===== src/rtl/req_ack_arb_pkg.sv =====
// -----------------------------------------------------------------------------
// req_ack_arb_pkg
// Shared types and helpers for the round-robin req/ack arbiter.
//   state_e     : arbiter FSM state (IDLE, WAIT, RELEASE), 2-bit encoding
//   N_DEF       : default requester count
//   TIMEOUT_DEF : default resource timeout in cycles
//   MAX_N       : largest supported requester count
//   onehot()    : index -> one-hot vector (zero when idx >= n)
// -----------------------------------------------------------------------------
package req_ack_arb_pkg;

  typedef enum logic [1:0] {
    IDLE    = 2'd0,
    WAIT    = 2'd1,
    RELEASE = 2'd2
  } state_e;

  localparam int N_DEF       = 4;
  localparam int TIMEOUT_DEF = 8;
  localparam int MAX_N       = 16;

  function automatic logic [MAX_N-1:0] onehot(input logic [3:0] idx, input int n);
    logic [MAX_N-1:0] v;
    v = '0;
    if (int'(idx) < n) v[idx] = 1'b1;
    return v;
  endfunction

endpackage


===== src/rtl/rr_picker.sv =====
// -----------------------------------------------------------------------------
// rr_picker
// Combinational rotating-priority encoder. The search starts one position
// after `last` and wraps, so the most recent owner gets lowest priority.
// Ports:
//   req   [N]   : request vector
//   last  [IDW] : index of the previous owner
//   pick  [IDW] : selected requester (0 when none)
//   valid       : at least one request present
// -----------------------------------------------------------------------------
module rr_picker #(
  parameter int N   = 4,
  parameter int IDW = $clog2(N)
) (
  input  logic [N-1:0]   req,
  input  logic [IDW-1:0] last,
  output logic [IDW-1:0] pick,
  output logic           valid
);

  int idx;

  always_comb begin
    pick  = '0;
    valid = 1'b0;
    idx   = 0;
    // i runs 1..N so `last` itself is visited last.
    for (int i = 1; i <= N; i++) begin
      idx = (int'(last) + i) % N;
      if (!valid && req[IDW'(idx)]) begin
        valid = 1'b1;
        pick  = IDW'(idx);
      end
    end
  end

endmodule


===== src/rtl/req_ack_rr_arbiter.sv =====
// -----------------------------------------------------------------------------
// req_ack_rr_arbiter
// Shares one req/ack resource among N requesters with round-robin priority
// and a bounded wait for the resource's acknowledge.
// Ports:
//   clk, rst    : clock and asynchronous active-high reset
//   req   [N]   : per-requester level request
//   ack   [N]   : one-cycle completion pulse to the owner
//   gnt   [N]   : one-hot current owner, zero when idle
//   gnt_id[IDW] : binary owner index, meaningful while busy
//   res_req     : request to the shared resource
//   res_ack     : resource completion (ignored outside WAIT)
//   busy        : high in WAIT and RELEASE
//   timeout_err : one-cycle pulse when a transaction is aborted
// Optional: define REQ_ACK_ARB_SVA_EN to compile embedded assertions/covers.
// -----------------------------------------------------------------------------
module req_ack_rr_arbiter
  import req_ack_arb_pkg::*;
#(
  parameter int N       = N_DEF,
  parameter int TIMEOUT = TIMEOUT_DEF,
  parameter int IDW     = $clog2(N)
) (
  input  logic           clk,
  input  logic           rst,
  input  logic [N-1:0]   req,
  output logic [N-1:0]   ack,
  output logic [N-1:0]   gnt,
  output logic [IDW-1:0] gnt_id,
  output logic           res_req,
  input  logic           res_ack,
  output logic           busy,
  output logic           timeout_err
);

  localparam int              CNTW    = $clog2(TIMEOUT);
  localparam logic [CNTW-1:0] CNT_MAX = CNTW'(TIMEOUT - 1);

  state_e          state_q, state_d;
  logic [IDW-1:0]  last_q, last_d;
  logic [CNTW-1:0] cnt_q, cnt_d;
  logic [N-1:0]    gnt_q, gnt_d;
  logic [IDW-1:0]  gnt_id_q, gnt_id_d;
  logic            res_req_q, res_req_d;
  logic            busy_q, busy_d;
  logic [N-1:0]    ack_q, ack_d;
  logic            timeout_err_q, timeout_err_d;

  logic [IDW-1:0]  pick;
  logic            pick_valid;

  rr_picker #(.N(N), .IDW(IDW)) u_picker (
    .req   (req),
    .last  (last_q),
    .pick  (pick),
    .valid (pick_valid)
  );

  always_comb begin
    state_d       = state_q;
    last_d        = last_q;
    cnt_d         = cnt_q;
    gnt_d         = gnt_q;
    gnt_id_d      = gnt_id_q;
    res_req_d     = res_req_q;
    busy_d        = busy_q;
    ack_d         = '0;
    timeout_err_d = 1'b0;

    unique case (state_q)
      IDLE: begin
        if (pick_valid) begin
          gnt_d     = N'(onehot(4'(pick), N));
          gnt_id_d  = pick;
          res_req_d = 1'b1;
          busy_d    = 1'b1;
          cnt_d     = '0;
          state_d   = WAIT;
        end
      end
      WAIT: begin
        // res_ack is tested first so a same-edge timeout never raises an error.
        if (res_ack) begin
          res_req_d = 1'b0;
          ack_d     = gnt_q;
          last_d    = gnt_id_q;
          state_d   = RELEASE;
        end else if (cnt_q == CNT_MAX) begin
          res_req_d     = 1'b0;
          timeout_err_d = 1'b1;
          last_d        = gnt_id_q;
          state_d       = RELEASE;
        end else begin
          cnt_d = cnt_q + 1'b1;
        end
      end
      RELEASE: begin
        // Holding one extra cycle guarantees a res_req low gap before re-grant.
        gnt_d   = '0;
        busy_d  = 1'b0;
        state_d = IDLE;
      end
      default: state_d = IDLE;
    endcase
  end

  always_ff @(posedge clk or posedge rst) begin
    if (rst) begin
      state_q       <= IDLE;
      last_q        <= IDW'(N - 1);
      cnt_q         <= '0;
      gnt_q         <= '0;
      gnt_id_q      <= '0;
      res_req_q     <= 1'b0;
      busy_q        <= 1'b0;
      ack_q         <= '0;
      timeout_err_q <= 1'b0;
    end else begin
      state_q       <= state_d;
      last_q        <= last_d;
      cnt_q         <= cnt_d;
      gnt_q         <= gnt_d;
      gnt_id_q      <= gnt_id_d;
      res_req_q     <= res_req_d;
      busy_q        <= busy_d;
      ack_q         <= ack_d;
      timeout_err_q <= timeout_err_d;
    end
  end

  assign ack         = ack_q;
  assign gnt         = gnt_q;
  assign gnt_id      = gnt_id_q;
  assign res_req     = res_req_q;
  assign busy        = busy_q;
  assign timeout_err = timeout_err_q;

`ifdef REQ_ACK_ARB_SVA_EN
  localparam int FAIR_BOUND = N * (TIMEOUT + 2);

  

  
  
  
  
  

  for (genvar i = 0; i < N; i++) begin : g_sva
    
    
  end

  
  
  
`endif

endmodule


===== config.mk =====
export PLATFORM = sky130hd
export DESIGN_NAME = req_ack_rr_arbiter
export DESIGN_NICKNAME = d
export VERILOG_FILES = /design/src/rtl/req_ack_arb_pkg.sv /design/src/rtl/rr_picker.sv /design/src/rtl/req_ack_rr_arbiter.sv
export SDC_FILE = /design/constraint.sdc
export NUM_CORES = 1
export LEC_CHECK = 0
export BUFFER_PORTS_ARGS = -buffer_cell sky130_fd_sc_hd__clkbuf_2
export CORE_UTILIZATION = 30
export CTS_CLUSTER_SIZE = 25
export DETAILED_ROUTE_END_ITERATION = 7
export GPL_ROUTABILITY_DRIVEN = 0
export HOLD_SLACK_MARGIN = 0.1
export SLEW_MARGIN = 30
export SYNTH_ARGS = -nofsm -noshare
export SYNTH_HDL_FRONTEND = slang
export SYNTH_HIERARCHICAL = 1
export SYNTH_SLANG_ARGS = --single-unit

===== constraint.sdc =====
create_clock -name clk -period 2.8 [get_ports clk]
set_input_delay 0.28 -clock clk [delete_from_list [all_inputs] [get_ports clk]]
set_output_delay 0.28 -clock clk [all_outputs]
set_load 0.01 [all_outputs]

# ---- After elaboration in Yosys (flattened, before gate mapping)
# Index checks and enable logic that the tools add are counted.
dict set report op_classes {
  add_sub_neg 5
  order_cmp 6
  n_eq_ne 7
  n_mux 44
  reduce_logical 17
}
# operator n
set ops {}
lappend ops {{2-to-1 mux 1 bit} 19}
lappend ops {{2-to-1 mux 2 bit} 9}
lappend ops {{less-than comparator 2 x 4 -> 1 bit, second input constant} 4}
lappend ops {{2-to-1 mux 4 bit} 3}
lappend ops {{2-to-1 mux 3 bit} 3}
lappend ops {{binary-select mux 1 bit (select 2 bit)} 4}
lappend ops {{case mux 4 bit (2 select lines)} 1}
lappend ops {{AND reduction 2 bit} 4}
lappend ops {{!= test 2 bit, second input constant} 3}
lappend ops {{case mux 3 bit (2 select lines)} 1}
lappend ops {{nonzero test 2 bit} 3}
lappend ops {{less-than comparator 2 x 5 -> 1 bit, second input constant} 1}
lappend ops {{adder 2 x 1 -> 2 bit, second input constant} 2}
lappend ops {{adder 2 bit, second input constant} 2}
lappend ops {{logical AND 1 bit} 4}
lappend ops {{case mux 1 bit (2 select lines)} 2}
lappend ops {{case mux 2 bit (2 select lines)} 1}
lappend ops {{AND reduction 4 bit} 1}
lappend ops {{adder 3 x 1 -> 3 bit, second input constant} 1}
lappend ops {{== test 3 bit, second input constant} 1}
lappend ops {{zero test 1 bit} 3}
lappend ops {{!= test 3 bit, second input constant} 1}
lappend ops {{AND reduction 3 bit} 1}
lappend ops {{demux 1 bit (select 2 bit)} 1}
lappend ops {{other kinds (4)} 4}
dict set report word_totals {
  regBits 20
  input_bits 7
  output_inout_bits 13
  elab_cells 88
}

# ---- Logic depth before layout (Yosys ltp)
# Gate-level depths: netlist of run 1.
dict set report logic_depth {
  ltp_word 20
  depth_mapped 5
  mapped_depth_nobuf 5
}

# ---- Modules after synthesis
# The synthesis of run 1 kept the hierarchy.
# mod n_inst cells_per_inst area_per_inst_um2 seq_area_each_um2
set by_module_without_submodules {}
lappend by_module_without_submodules {req_ack_rr_arbiter 1 60 802.0 503.0}
lappend by_module_without_submodules {rr_picker 1 14 91.3 0.0}

# ---- Worst setup path before layout of run 1
# OpenSTA, ideal clock, no wires.
dict set report synth_path {
  path_kind {register to register}
  from {reg cnt_q[0]}
  to {reg cnt_q[0]}
  setup_time_ns 0.125
  t_arrival_ns 1.406
  required_ns 2.675
  slack_ns 1.268
  path_stages_with_launch 6
  n_path_buf 0
  period_less_slack_ns 1.532
  path_cell_list {dfrtp_1 ha_1 ha_1 nor4b_4 nor2_2 mux2_4}
}
dict set report synth_via {
  elab_chain_len 4
  elab_cells_between_ends 7
  cone_classes {1 x add/sub; 2 x eq/ne; 3 x mux; 1 x reduce/logical}
}
# item line_no
set synth_lines {}
lappend synth_lines {{start: declaration} req_ack_rr_arbiter.sv:41} ;# logic [CNTW-1:0] cnt_q, cnt_d;
lappend synth_lines {{start signal: assignment} req_ack_rr_arbiter.sv:121} ;# cnt_q <= cnt_d;
lappend synth_lines {{adder 3 x 1 -> 3 bit} req_ack_rr_arbiter.sv:94} ;# cnt_d = cnt_q + 1'b1;
lappend synth_lines {{2-to-1 mux 3 bit} req_ack_rr_arbiter.sv:88} ;# end else if (cnt_q == CNT_MAX) begin
lappend synth_lines {{2-to-1 mux 3 bit} req_ack_rr_arbiter.sv:83} ;# if (res_ack) begin
lappend synth_lines {{case mux 3 bit (2 select lines)} req_ack_rr_arbiter.sv:70} ;# unique case (state_q)
# Parallel ways exist; a longest one is shown, timed or not. The select of a mux whose other input is x is not followed.
# A chain may end at the register's enable or synchronous reset.

# ---- Worst setup path after layout of run 1
# Same ends and word-level chain as after synthesis.

==> results.json, run 1 <==
{
  "regArea_um2": 503.0,
  "wl_per_cell_um": 12.69,
  "grt_pass1_vias": 640,
  "start_util": 0.3212,
  "multiInputGateArea_um2": 367.9,
  "cts_inserted_buffers": 3,
  "seq_power_share": 0.448,
  "core_area_um2": 2781,
  "clock_power_share": 0.215,
  "holdCritPathClass": "in2reg",
  "viasPerCell": 4.984,
  "die_x_um": 56.57,
  "end_kind": "flip-flop",
  "fp.dieH_um": 56.57,
  "rows": 19,
  "post_cts_buffers": 0,
  "utilization": 0.3918,
  "yosys-top-cells-count": "dfrtp_1, inv_1, o21ai_1",
  "tightestPinTransition_ns": 0.7293,
  "fin_cells": 129,
  "dp_cells": 124,
  "synth_cell_types": 29,
  "drtIter0Drc": 11,
  "synth.area.top_cells": "dfrtp_1, dfstp_2, mux2_1, o21ai_1, and3_1",
  "ctsResizeCount": 0,
  "yosys.area.top_type_share": 0.5042,
  "worstSetupPathType": "reg2reg",
  "syn2layout_area_growth_pct": 21.99,
  "combinationalPowerShare": 0.337,
  "cp-start-kind": "flip-flop",
  "slew_viol_final": 0,
  "syn_nets": 83,
  "drcViolationCount": 0,
  "final-setup-viol-count": 0,
  "syn_inst": 74,
  "slew_headroom": 0.5132,
  "num_vias": 643,
  "power_mw": 1.095,
  "finalClockSkew_ns": 0.009258,
  "async_flop_share": 1.000,
  "dp_hpwl_um": 1260,
  "p_sw_uw": 369.7,
  "grt_pass1_wl_um": 2960,
  "switching_share": 0.3378,
  "status": "completed",
  "max_cap_viol_count": 0,
  "antenna_cells": 0,
  "track_usage": 0.1213,
  "cts_num_sinks": 20,
  "clock_latency_ns": 0.30,
  "cts-hold-fix-buffers": 1,
  "finalHoldViolCount": 0,
  "antenna_found_initial": 0,
  "arrival_ns": 1.83,
  "fmax_mhz": 615.5,
  "rsz0062_at_grt": "no",
  "clk_pin_slew_ns": 0.12,
  "critPathMaxFanout": 4,
  "drt_pass1_iterations": 4,
  "seq_area_frac_synth": 0.5630,
  "grt_max_degree": 21,
  "htreeDepth": 1,
  "place.port_buffers": 19,
  "postSynthAreaPerCell_um2": 12.07,
  "die-area_um2": 3200,
  "wirelength_um": 1637,
  "setup_slack_ns": 1.175,
  "p_leak_nw": 0.5666,
  "synth_top_cell_by_area": "dfrtp_1",
  "fill_cells": 290,
  "nets": 108,
  "antenna_left": 0,
  "ys_dominant_reg_cell": "dfrtp_1",
  "io_pins": 20,
  "syn_area_um2": 893.4,
  "ctsLongestPathBuffers": 2,
  "final.setup.tns_ns": 0,
  "p_per_area_nw_per_um2": 1004,
  "intPower_uw": 724.9,
  "cts_tree": "built",
  "fin_crit_sh": 0.5802,
  "final_layout_size_suffix_gt1_frac": 0.3367,
  "grt_overflow": 0,
  "ys_warn_count": 6,
  "vdd_ir_drop_max_mv": 0.5176,
  "fin_crit_ns": 1.625,
  "dp_slack_ns": 1.174,
  "yosysMostFrequentCell": "dfrtp_1",
  "synth-edff-count": 0,
  "synth-seq-cells": 20,
  "root_buffer": "clkbuf_4",
  "cp.required_ns": 3.00
}
==> registers in the layout, summed over array words and instances (netlist names) <==
register	count
ack	4
cnt_q	3
gnt_id	2
timeout_err	1
state_q	2
busy	1
last_q	2
res_req	1
gnt	4
==> final cells by class <==
class,count,area share
Clock buffer,3,0.02067
Clock inverter,1,0.02755
Inverter,6,0.02067
Multi-Input combinational cell,48,0.3375
Sequential cell,20,0.4615
Tap cell,31,0.03559
Timing Repair Buffer,20,0.09644
==> cells in the final DEF (no fill, tap or decap), drive strengths merged <==
master,synthesis,final
a21oi,5,5
a22o,2,2
a31oi,1,1
and2b,1,1
and3,4,4
and3b,1,1
bufinv,0,1
clkbuf,0,22
dfrtp,18,18
dfstp,2,2
dlygate4sd3,0,1
ha,2,2
inv,6,6
mux2,4,4
mux2i,1,1
nand2,3,3
nand2b,4,4
nand3,1,1
nand3b,1,1
nor2,4,4
nor2b,1,1
nor3b,1,1
nor4b,1,1
o21a,1,1
o21ai,7,7
o21bai,1,1
o221ai,1,1
o31ai,1,1
==> critical path, stage by stage (launching register included) <==
cell     delay [ns]
dfrtp_1        0.42
ha_1           0.21
ha_1           0.23
nor4b_4        0.31
nor2_2         0.09
mux2_4         0.27
==> per-layer routing <==
| metal | GRT usage | vias up | routed length, µm |
|---|---|---|---|
| li1 | - | 309 | - |
| met1 | 0.1485 | 317 | 708 |
| met2 | 0.1950 | 15 | 823 |
| met3 | 0.03226 | 2 | 82 |
| met4 | 0.06272 | 0 | 23 |
| met5 | 0 | - | 0 |
==> path summary, 6_finish.rpt <==
check | startpoint | to | slack, ns | depth (start not counted)
min in group asynchronous | rst | ack[2] | 0.61 | 3
worst max-delay path | cnt_q[0] | cnt_q[0] | 1.18 | 5
max in group asynchronous | rst | gnt_id[0] | 1.72 | 3
worst min-delay path | res_ack | ack[1] | 0.31 | 2
worst max register to register | cnt_q[0] | cnt_q[0] | 1.18 | 5
worst min register to register | gnt[3] | gnt[3] | 0.53 | 2
==> kinds of logic (layout without fill, tap and decap cells) <==
family / after synthesis / in the layout / synth area share
muxes: 5 / 5 / 0.06582
AOI/OAI and AO/OA: 19 / 19 / 0.1415
DFF: 20 / 20 / 0.5630
and+or+nand+nor: 22 / 22 / 0.1765
buffers and inverters: 6 / 30 / 0.02521
adders and majority gates: 2 / 2 / 0.02801
==> power by group through the flow <==
stage	Combinational [mW]	Clock, mW	Sequential [mW]
2_1_floorplan	0.236	0	0.506
3_3_place_gp	0.363	0	0.498
3_5_place_dp	0.375	0	0.500
6_report	0.369	0.235	0.491
5_1_grt	0.415	0.258	0.512
4_1_cts	0.377	0.242	0.495
==> stage by stage <==
| step | cell area, µm² | hold WS [ns] |
|---|---|---|
| 3_3_place_gp | 1027 | 0.4180 |
| 3_5_place_dp | 1027 | 0.4382 |
| 4_1_cts | 1090 | 0.3068 |
| 6_report | 1090 | 0.3073 |
| 5_1_grt | 1090 | 0.2925 |
| 2_1_floorplan | 893.4 | 0.2423 |
Power figures use the tool's default switching activity.
==> inputs of run 2 (changes only) <==
Clock period 2.8 ns to 1.6 ns, I/O delays scaled along.
==> run 2 against run 1 <==
  * Setup slack got worse by 1.1 ns
  * Clock skew down 0.00070 ns
  * Final cell count up 2.3%
  * Power grew 64%
  * Clock power is essentially flat
  * Highest routed layer unchanged
  * Critical path depth stayed put
  * Routed wire length shrank 3.5%
  * Largest cell class unchanged
==> results.json, run 2 (synthesis gave the netlist of run 1 again) <==
{
  "status": "completed",
  "cp_num_buf_inv": 0,
  "cp_cell_sequence": "ha_2 -> ha_4 -> nor4b_4 -> nor2_2 -> mux2_4",
  "antenna_left": 0,
  "cts_num_sinks": 20,
  "place.port_buffers": 19,
  "cts_tree": "built",
  "p_per_area_nw_per_um2": 1623,
  "cp_slowest_cell": "dfrtp_1",
  "start_util": 0.3212,
  "regArea_um2": 503.0,
  "io_pins": 20,
  "nets": 112,
  "grt_pass1_vias": 633,
  "grt_max_degree": 21,
  "grt_overflow": 0,
  "dpl-instance-area_um2": 1050,
  "holdCritPathClass": "in2reg",
  "hold_depth": 2,
  "drt_pass1_iterations": 2,
  "fp.dieH_um": 56.57,
  "dp_cells": 127,
  "grt_pass1_wl_um": 2801,
  "clock_power_share": 0.129,
  "final.setup.tns_ns": 0,
  "rows": 19,
  "r2r_start": "cnt_q[0]",
  "min_to": "ack[0]",
  "cp-start-kind": "flip-flop",
  "die_x_um": 56.57,
  "fin_crit_sh": 0.9528,
  "ff2ff_setup_slack_ns": 0.08,
  "switching_share": 0.3609,
  "finalHoldViolCount": 0,
  "rr_endpoint": "cnt_q[0]",
  "hold_path.startpoint": "res_ack",
  "setup_slack_ns": 0.07550,
  "antenna_cells": 0,
  "worst_hold_slack_ns": 0.1892,
  "drcViolationCount": 0,
  "drtIter0Drc": 2,
  "p_leak_nw": 0.5675,
  "worst_path_largest_cell_delay_ns": 0.40,
  "cp.required_ns": 1.80,
  "wirelength_um": 1580,
  "critPathMaxFanout": 4,
  "clk_pin_slew_ns": 0.11,
  "clock_latency_ns": 0.30,
  "track_usage": 0.1174,
  "slew_headroom": 0.7844,
  "wl_per_cell_um": 11.97,
  "end_kind": "flip-flop",
  "fmax_mhz": 656.0,
  "worstSetupPathType": "reg2reg",
  "cts_inserted_buffers": 3,
  "dp_hpwl_um": 1211,
  "rr_worst_depth": 5,
  "layout_common_cells": "clkbuf_2, dfrtp_1, inv_1, o21ai_1",
  "combinationalPowerShare": 0.390,
  "root_buffer": "clkbuf_4",
  "slew_viol_final": 0,
  "path_delay_family": "flip-flops",
  "intPower_mw": 1.146,
  "final_layout_size_suffix_gt1_frac": 0.3762,
  "fin_area_um2": 1105,
  "antenna_found_initial": 0,
  "viasPerCell": 4.902,
  "core_area_um2": 2781,
  "seq_power_share": 0.480,
  "finalClockSkew_ns": 0.008556,
  "syn2layout_area_growth_pct": 23.67,
  "max_cap_viol_count": 0,
  "final_common_cell": "clkbuf_2",
  "ctsLongestPathBuffers": 2,
  "fill_cells": 270,
  "final-setup-viol-count": 0,
  "die-area_um2": 3200,
  "fin_cells": 132,
  "vdd_ir_drop_max_mv": 0.8209,
  "dp_slack_ns": 0.04240,
  "fin_crit_ns": 1.524,
  "multiInputGateArea_um2": 382.9,
  "htreeDepth": 1,
  "arrival_ns": 1.72,
  "num_vias": 647,
  "tightestPinTransition_ns": 0.3233,
  "p_sw_uw": 647.0
}
[run 2: changes by cell type in the layout (fill, tap and decap cells not counted)]
cell       before  now
buf_4           0    4
ha_1            2    0
ha_2            0    1
bufinv_16       1    0
ha_4            0    1
[run 2: power groups by stage]
stage / clock (mW) / combinational [mW] / sequential, mW
after floorplan: 0 / 0.414 / 0.885
after global placement: 0 / 0.668 / 0.871
after detailed placement: 0 / 0.686 / 0.876
after CTS: 0.240 / 0.688 / 0.867
after global routing: 0.259 / 0.784 / 0.891
final: 0.232 / 0.700 / 0.861
[run 2: timing repair]
| item | CTS | global route |
|---|---|---|
| gates resized for setup | 0 | 3 |
| endpoints found under the hold margin | 18 | 0 |
| endpoints found under the setup margin | 0 | 1 |
| hold buffers | 1 | 0 |
| setup buffers | 0 | 1 |
[run 2: worst max path at each step]
stage / start / to / cells past startpoint
global placement: cnt_q[0] / cnt_q[0] / 5
floorplan: cnt_q[0] / cnt_q[0] / 5
global route: cnt_q[0] / cnt_q[0] / 5
detailed placement: cnt_q[0] / cnt_q[0] / 5
CTS: cnt_q[0] / cnt_q[0] / 5
finish: cnt_q[0] / cnt_q[0] / 5
[run 2: metal layers]
metal  vias up  wire length, µm  GRT usage  share of wire
met5         -                0          0              0
met1       308              736     0.1353           0.47
met4         0               47    0.07317          0.030
met2        18              724     0.1916           0.46
met3         5               72    0.03226          0.046
li1        316                -          -              -
[run 2: stage by stage]
stage / util / power [mW]
after floorplan: - / 1.299
after global placement: 0.3774 / 1.539
after detailed placement: 0.3774 / 1.562
after CTS: 0.3891 / 1.795
after global routing: 0.3972 / 1.934
final: 0.3972 / 1.793
[run 2: cell type report]
cell class                      count  share of cell area
Multi-Input combinational cell     48              0.3465
Clock buffer                        3             0.02039
Tap cell                           31             0.03511
Inverter                            6             0.02039
Sequential cell                    20              0.4553
Timing Repair Buffer               24              0.1223
